File: src/rtl/nibble_serial_adder_ctrl_if.sv
// Handshake, operand, result and fa4 adder bus between the requester/adder side (master) and the serial add controller (slave).
interface nibble_serial_adder_ctrl_if #(
    parameter int NIBBLES = 4
);
    localparam int W = 4 * NIBBLES;

    logic         start;
    logic         start_ready;
    logic         op_sub;
    logic [W-1:0] op_a;
    logic [W-1:0] op_b;
    logic         abort;
    logic [3:0]   add_a;
    logic [3:0]   add_b;
    logic         add_cin;
    logic [3:0]   add_s;
    logic         add_cout;
    logic         busy;
    logic         res_valid;
    logic         res_ready;
    logic [W-1:0] result;
    logic         carry;

    modport master (
        output start, op_sub, op_a, op_b, abort, res_ready, add_s, add_cout,
        input  start_ready, add_a, add_b, add_cin, busy, res_valid, result, carry
    );

    modport slave (
        input  start, op_sub, op_a, op_b, abort, res_ready, add_s, add_cout,
        output start_ready, add_a, add_b, add_cin, busy, res_valid, result, carry
    );
endinterface

File: src/rtl/nibble_serial_adder_ctrl.sv
// Serial add/subtract through one external 4-bit adder, LS nibble first; result valid NIBBLES cycles after accept.
// Result held in DONE until res_ready; subtraction only when NSA_SUB_EN is defined.
module nibble_serial_adder_ctrl #(
    parameter int NIBBLES = 4
) (
    input  logic                      hz100,
    input  logic                      reset,
    nibble_serial_adder_ctrl_if.slave bus
);
    localparam int W  = 4 * NIBBLES;
    localparam int IW = $clog2(NIBBLES);
    localparam logic [IW-1:0] LAST = IW'(NIBBLES - 1);

    typedef enum logic [1:0] {IDLE, RUN, DONE} state_t;

    state_t        state, state_nxt;
    logic [W-1:0]  a_q, b_q, result_q;
    logic [IW-1:0] idx;
    logic          carry_q;
    logic          accept, step, init_carry;
    logic [3:0]    a_nib, b_nib;
    int            nib_base;

    assign accept   = (state == IDLE) && bus.start;
    assign step     = (state == RUN) && !bus.abort;
    assign nib_base = 4 * int'(idx);
    assign a_nib    = a_q[nib_base +: 4];

`ifdef NSA_SUB_EN
    logic sub_q;

    always_ff @(posedge hz100 or negedge reset) begin
        if (!reset)      sub_q <= 1'b0;
        else if (accept) sub_q <= bus.op_sub;
    end

    assign init_carry = bus.op_sub;
    assign b_nib      = sub_q ? ~b_q[nib_base +: 4] : b_q[nib_base +: 4];
`else
    logic unused_op_sub;

    assign unused_op_sub = bus.op_sub;
    assign init_carry    = 1'b0;
    assign b_nib         = b_q[nib_base +: 4];
`endif

    always_ff @(posedge hz100 or negedge reset) begin
        if (!reset) state <= IDLE;
        else        state <= state_nxt;
    end

    always_comb begin
        state_nxt = state;
        case (state)
            IDLE:    if (bus.start) state_nxt = RUN;
            RUN: begin
                // abort beats completion on the final nibble
                if (bus.abort)        state_nxt = IDLE;
                else if (idx == LAST) state_nxt = DONE;
            end
            DONE:    if (bus.res_ready) state_nxt = IDLE;
            default: state_nxt = IDLE;
        endcase
    end

    always_comb begin
        bus.start_ready = 1'b0;
        bus.busy        = 1'b0;
        bus.res_valid   = 1'b0;
        bus.add_a       = 4'h0;
        bus.add_b       = 4'h0;
        bus.add_cin     = 1'b0;
        case (state)
            IDLE: bus.start_ready = 1'b1;
            RUN: begin
                bus.busy    = 1'b1;
                bus.add_a   = a_nib;
                bus.add_b   = b_nib;
                bus.add_cin = carry_q;
            end
            DONE:    bus.res_valid = 1'b1;
            default: ;
        endcase
    end

    always_ff @(posedge hz100 or negedge reset) begin
        if (!reset) begin
            a_q      <= '0;
            b_q      <= '0;
            result_q <= '0;
            carry_q  <= 1'b0;
            idx      <= '0;
        end else if (accept) begin
            a_q      <= bus.op_a;
            b_q      <= bus.op_b;
            result_q <= '0;
            carry_q  <= init_carry;
            idx      <= '0;
        end else if (step) begin
            result_q[nib_base +: 4] <= bus.add_s;
            carry_q                 <= bus.add_cout;
            idx                     <= (idx == LAST) ? '0 : idx + 1'b1;
        end else if (state == RUN) begin
            idx <= '0;
        end
    end

    assign bus.result = result_q;
    assign bus.carry  = carry_q;
endmodule

File: src/flat_wrapper.sv
// flat-port wrapper written by rule: the top's interface ports become plain ports
module nibble_serial_adder_ctrl_flat 
#(
    parameter int NIBBLES = 4
)
  (hz100, reset, bus_start, bus_op_sub, bus_op_a, bus_op_b, bus_abort, bus_res_ready, bus_add_s, bus_add_cout, bus_start_ready, bus_add_a, bus_add_b, bus_add_cin, bus_busy, bus_res_valid, bus_result, bus_carry);
  nibble_serial_adder_ctrl_if #(.NIBBLES(NIBBLES)) bus_i ();
  input  logic hz100;
  input  logic reset;
  input wire logic [$bits(bus_i.start)-1:0] bus_start;
  input wire logic [$bits(bus_i.op_sub)-1:0] bus_op_sub;
  input wire logic [$bits(bus_i.op_a)-1:0] bus_op_a;
  input wire logic [$bits(bus_i.op_b)-1:0] bus_op_b;
  input wire logic [$bits(bus_i.abort)-1:0] bus_abort;
  input wire logic [$bits(bus_i.res_ready)-1:0] bus_res_ready;
  input wire logic [$bits(bus_i.add_s)-1:0] bus_add_s;
  input wire logic [$bits(bus_i.add_cout)-1:0] bus_add_cout;
  output wire logic [$bits(bus_i.start_ready)-1:0] bus_start_ready;
  output wire logic [$bits(bus_i.add_a)-1:0] bus_add_a;
  output wire logic [$bits(bus_i.add_b)-1:0] bus_add_b;
  output wire logic [$bits(bus_i.add_cin)-1:0] bus_add_cin;
  output wire logic [$bits(bus_i.busy)-1:0] bus_busy;
  output wire logic [$bits(bus_i.res_valid)-1:0] bus_res_valid;
  output wire logic [$bits(bus_i.result)-1:0] bus_result;
  output wire logic [$bits(bus_i.carry)-1:0] bus_carry;
  assign bus_i.start = bus_start;
  assign bus_i.op_sub = bus_op_sub;
  assign bus_i.op_a = bus_op_a;
  assign bus_i.op_b = bus_op_b;
  assign bus_i.abort = bus_abort;
  assign bus_i.res_ready = bus_res_ready;
  assign bus_i.add_s = bus_add_s;
  assign bus_i.add_cout = bus_add_cout;
  assign bus_start_ready = bus_i.start_ready;
  assign bus_add_a = bus_i.add_a;
  assign bus_add_b = bus_i.add_b;
  assign bus_add_cin = bus_i.add_cin;
  assign bus_busy = bus_i.busy;
  assign bus_res_valid = bus_i.res_valid;
  assign bus_result = bus_i.result;
  assign bus_carry = bus_i.carry;
  nibble_serial_adder_ctrl #(.NIBBLES(NIBBLES)) u_core (.hz100(hz100), .reset(reset), .bus(bus_i));
endmodule
File: config.mk
export PLATFORM = sky130hd
export DESIGN_NAME = nibble_serial_adder_ctrl_flat
export DESIGN_NICKNAME = d
export VERILOG_FILES = /design/src/rtl/nibble_serial_adder_ctrl_if.sv /design/src/rtl/nibble_serial_adder_ctrl.sv /design/src/flat_wrapper.sv
export SDC_FILE = /design/constraint.sdc
export NUM_CORES = 1
export LEC_CHECK = 0
export BUFFER_PORTS_ARGS = -buffer_cell sky130_fd_sc_hd__buf_2
export CAP_MARGIN = 20
export CORE_UTILIZATION = 55
export DETAILED_ROUTE_END_ITERATION = 12
export PLACE_DENSITY = 0.84
export RECOVER_POWER = 100
export SLEW_MARGIN = 20
export SYNTH_ARGS = -nofsm -noshare
export SYNTH_HDL_FRONTEND = slang
export SYNTH_SLANG_ARGS = --single-unit
export TNS_END_PERCENT = 100
File: constraint.sdc
create_clock -name hz100 -period 6.5 [get_ports hz100]
set_clock_uncertainty 0.15 [all_clocks]
set_input_delay 1.3 -clock hz100 [delete_from_list [all_inputs] [get_ports hz100]]
set_output_delay 1.3 -clock hz100 [all_outputs]
set_load 0.01 [all_outputs]
* Yosys cells after proc, flatten, opt, wreduce, memory -nomap -nowiden
Index checks and enable logic that the tools add are counted.
** Operators by class
- Shift-type cells :: 4
- Reductions and logical operators :: 7
- Eq/ne operators :: 6
- Multiplexer cells :: 20
- Add/sub/neg operators :: 2
** Operators by type and width (count)
- negator 4 -> 33 bit :: 1
- variable shift 4 x 33 -> 16 bit (first input constant) :: 1
- variable part select 4 x 33 -> 16 bit :: 1
- 2-to-1 mux 16 bit :: 2
- variable part select 16 x 5 -> 4 bit :: 2
- bitwise mux 16 bit :: 1
- 2-to-1 mux 2 bit :: 8
- 2-to-1 mux 4 bit :: 2
- 2-to-1 mux 1 bit :: 6
- one-hot mux 2 bit (3 select lines) :: 1
- == test 2 bit (second input constant) :: 2
- != test 2 bit (second input constant) :: 2
- != test 3 bit (second input constant) :: 1
- AND reduction 3 bit :: 1
- nonzero test 3 bit :: 1
- adder 2 x 1 -> 2 bit (second input constant) :: 1
- == test 2 x 1 -> 1 bit (second input constant) :: 1
- logical AND 1 bit :: 2
- logical NOT 2 bit :: 1
- nonzero test 2 bit :: 1
- logical NOT 1 bit :: 1
** Word-level totals
- Bits of input ports :: 43
- Bits in registers :: 53
- Word-level logic and storage cells :: 45

* Longest topological paths before layout
- Depth after elaboration :: 5
- Mapped depth :: 6
- Gate-level depth less buffers :: 5

* Least setup slack after synthesis
OpenSTA, ideal clock, no wires.
- Path type :: register to output
- Start point :: register u_core.idx[0]
- End point :: output port bus_add_a[1]
- Slack :: 3.730 ns
- Stages on the path, launching flop included :: 4
- Data required time :: 5.050 ns
- Arrival :: 1.320 ns
- Path buffers :: 1
- Cell sequence :: dfrtp_1 -> buf_6 -> mux4_2 -> nor2b_1
** On the way
- Longest elaborated chain between the ends :: 2
** RTL lines
- start, declared :: RTL line nibble_serial_adder_ctrl.sv:18 : logic [IW-1:0] idx;
- start signal, assigned :: RTL line nibble_serial_adder_ctrl.sv:102 : idx <= (idx == LAST) ? '0 : idx + 1'b1;
- variable part select 16 x 5 -> 4 bit :: RTL line nibble_serial_adder_ctrl.sv:27 : assign a_nib = a_q[nib_base +: 4];
- 2-to-1 mux 4 bit :: RTL line nibble_serial_adder_ctrl.sv:73 : case (state)
- end, declared :: RTL line flat_wrapper.sv:19 : output wire logic [$bits(bus_i.add_a)-1:0] bus_add_a;
Every way passes these cells.

* Worst setup path after layout
- Start point :: input port bus_start
- End point :: register u_core.result_q[11], in the netlist u_core.bus.result[11]
** On the way
- Longest elaborated chain between the ends :: 2
- Elaborated cells on any way between the ends :: 3
- Classes of those cells :: 1 x mux; 2 x reduce/logical
** RTL lines
- start, declared :: RTL line flat_wrapper.sv:10 : input wire logic [$bits(bus_i.start)-1:0] bus_start;
- logical AND 1 bit (*) :: RTL line nibble_serial_adder_ctrl.sv:24 : assign accept = (state == IDLE) && bus.start;
- 2-to-1 mux 16 bit or nonzero test 2 bit (tied branches)
- end signal, assigned by index :: RTL line nibble_serial_adder_ctrl.sv:100 : result_q[nib_base +: 4] <= bus.add_s;
- end, declared :: RTL line nibble_serial_adder_ctrl.sv:17 : logic [W-1:0] a_q, b_q, result_q;
Every way passes the cells marked *; elsewhere a longest branch is shown, timed or not.
A chain may end at the register's enable or synchronous reset.

==> flow_metrics.py <==
metrics = {
    "yosys": {
        "syn_nets": 223,
        "syn-instance-count": 174,
        "ys_seq_area_share_pct": 53.1,
        "syn-cell-area_um2": 2500,
        "synth_common_cells": "dfrtp_1, mux2_2, nor2b_1, mux4_2, nand2_1",
        "synth_top_cells_by_area": "dfrtp_1, mux2_2, mux4_2",
        "ys_ff_latch": 53,
        "syn_avg_cell_area_um2": 14.3,
        "synth-edff-count": 0,
        "synth_top_area_cell": "dfrtp_1",
        "synthArstFlopShare_pct": 100,
        "synth_warnings": 0,
        "synth_cell_types": 32,
        "yosysMostFrequentCell": "dfrtp_1",
        "ys.flop_type": "dfrtp_1",
        "synth_top_cell_area_share_pct": 53.1,
    },
    "drt": {
        "ant_nets": 0,
        "drt_iter0_drc": 113,
        "wire_per_inst_um": 16.1,
        "vias": 1648,
        "drt_first_pass_iters": 4,
        "drt_wl_total_mm": 4.78,
        "avgViaCountPerCell": 5.55,
        "drc": 0,
    },
    "setup_path": {
        "path_max_fanout": 44,
        "worst-setup-path-type": "input pin to flip-flop",
        "crit_required_ns": 6.54,
        "cp-start-kind": "input pin",
        "arrival_ns": 3.85,
        "r2r_cells": 4,
        "worst_setup_path_end_kind": "flip-flop",
    },
    "placement": {
        "place_congestion": 0.759,
        "io_buffers": 70,
        "post-dp-hpwl_mm": 3.41,
        "place_ws_ns": 3.28,
        "dp.cells": 289,
    },
    "clock_network": {
        "cts_tree": "done",
        "postCtsSetupRepairBufs": 0,
        "cts_buffer_depth": 2,
        "clkLatencyLatePin_ns": 0.30,
        "ctsResizeCount": 0,
        "cts_num_sinks": 53,
        "htreeDepth": 2,
        "cts_buffers": 5,
        "cts_hold_buffers": 0,
        "clk_pin_slew_ns": 0.08,
        "clockRootBuffer": "clkbuf_8",
    },
    "timing": {
        "tightest_slew_ns": 2.80,
        "final-setup-viol-count": 0,
        "drv_slew": 99,
        "min_period_ns": 3.81,
        "final.setup.tns_ns": 0,
        "hold-worst-slack_ns": 0.343,
        "hold_viol": 0,
        "max_freq_ghz": 0.263,
        "min_period_over_period_pct": 58.6,
        "slew_headroom_pct": -86.8,
        "rsz0062_at_grt": "no",
        "setup_slack_ns": 2.69,
    },
    "final_layout": {
        "final_cells": 297,
        "drive_above_1_share_pct": 36.7,
        "diodes": 0,
        "nets": 293,
        "final_util_pct": 66.4,
        "area.growth.synth_to_final_pct": 15.7,
    },
    "power_and_ir_drop": {
        "leakage_nw": 1.26,
        "powerDensity_nw_per_um2": 364,
        "max-vdd-ir-drop_uv": 193,
    },
    "floorplan": {
        "coreArea_um2": 4350,
        "io_pins": 72,
        "row_count": 24,
        "fp.dieArea_um2": 4810,
        "initial_utilization_pct": 57.3,
        "die_h_um": 69.4,
        "die_x_um": 69.4,
    },
    "job": {
        "cap_violations": 2,
    },
    "worst_hold_path": {
        "hold_path_depth": 1,
        "min_path_type": "flip-flop to flip-flop",
    },
    "global_routing": {
        "antenna_found_initial": 0,
        "grt_pass1_wl_mm": 8.19,
        "gr-total-overflow": 0,
        "grt_max_degree": 54,
        "grt_usage_pct": 21.7,
        "grt_pass1_vias": 1763,
    },
    "run_status": {
        "outcome": "complete, but fails checks",
        "violations": "capacitance limit, slew limit",
    },
}
-- layout make-up --
| class | count | area [µm²] |
|---|---|---|
| timing repair buffer | 72 | 322 |
| inverter | 5 | 18.8 |
| clock buffer | 8 | 80.1 |
| fill | 343 | 1470 |
| multi-input combinational | 107 | 1080 |
| sequential | 53 | 1330 |
| tap | 52 | 65.1 |
-- per-stage QoR --
stage	total power [mW]	instance area, µm²
2_1_floorplan	0.788	2500
3_3_place_gp	0.879	2860
3_5_place_dp	0.896	2860
4_1_cts	1.07	2940
5_1_grt	1.12	2890
6_report	1.05	2890
-- worst paths after layout --
path                                 start                    end  slack [ns]
max reg2reg                u_core.state[0]  u_core.bus.result[11]        3.20
min                          u_core.a_q[2]          u_core.a_q[2]        0.34
max                              bus_start  u_core.bus.result[11]        2.69
min in group asynchronous            reset          u_core.a_q[7]        1.84
max in group asynchronous            reset         u_core.b_q[13]        2.79
min reg2reg                  u_core.a_q[2]          u_core.a_q[2]        0.34
-- sequential cells by signal (all words and copies together) (netlist names) --
signal,cells
u_core.bus.result,16
u_core.bus.carry,1
u_core.a_q,16
u_core.idx,2
u_core.b_q,16
u_core.state,2
-- critical path, stage by stage --
cell and delay [ns]:
buf_2 0.08, nor3b_1 0.20, clkbuf_1 1.54, nor4_1 0.31, a32o_1 0.40
-- logic make-up (layout without fill, tap and decap cells) --
logic type | Yosys count | after routing | share of synthesized area (%)
compound gates | 22 | 22 | 7.12
fa+ha+maj | 6 | 6 | 3.01
buf+inv | 14 | 85 | 3.26
flops | 53 | 53 | 53.1
mux | 41 | 41 | 22.1
simple gates | 38 | 38 | 11.4
-- cell usage in the layout (no fill, tap or decap), types with 2 or more instances in the layout --
cell,netlist,routed
a21oi_1,4,4
a22o_1,6,6
a31oi_1,2,2
a32o_1,6,6
and4bb_2,2,2
buf_2,2,41
clkbuf_1,2,34
clkbuf_8,0,5
dfrtp_1,53,53
ha_1,6,6
inv_1,5,5
mux2_1,2,2
mux2_2,30,30
mux4_2,8,8
nand2_1,7,7
nand2b_1,2,2
nand3_1,4,4
nor2_1,5,5
nor2b_1,9,9
nor4_4,2,2
o32ai_1,2,2
-- layer usage --
layer	part of all wire, %	GRT usage (%)
met5	0	0
met1	45	28.3
met3	5.1	5.38
met2	48	35.1
met4	1.7	8.62
-- power breakdown --
group	internal (mW)	leakage (nW)	switching, mW	total (mW)
Clock	0.0768	0.0395	0.101	0.177
Sequential	0.419	0.661	0.0791	0.498
Combinational	0.201	0.564	0.175	0.376
Total	0.697	1.26	0.355	1.05
Power figures use the tool's default switching activity.
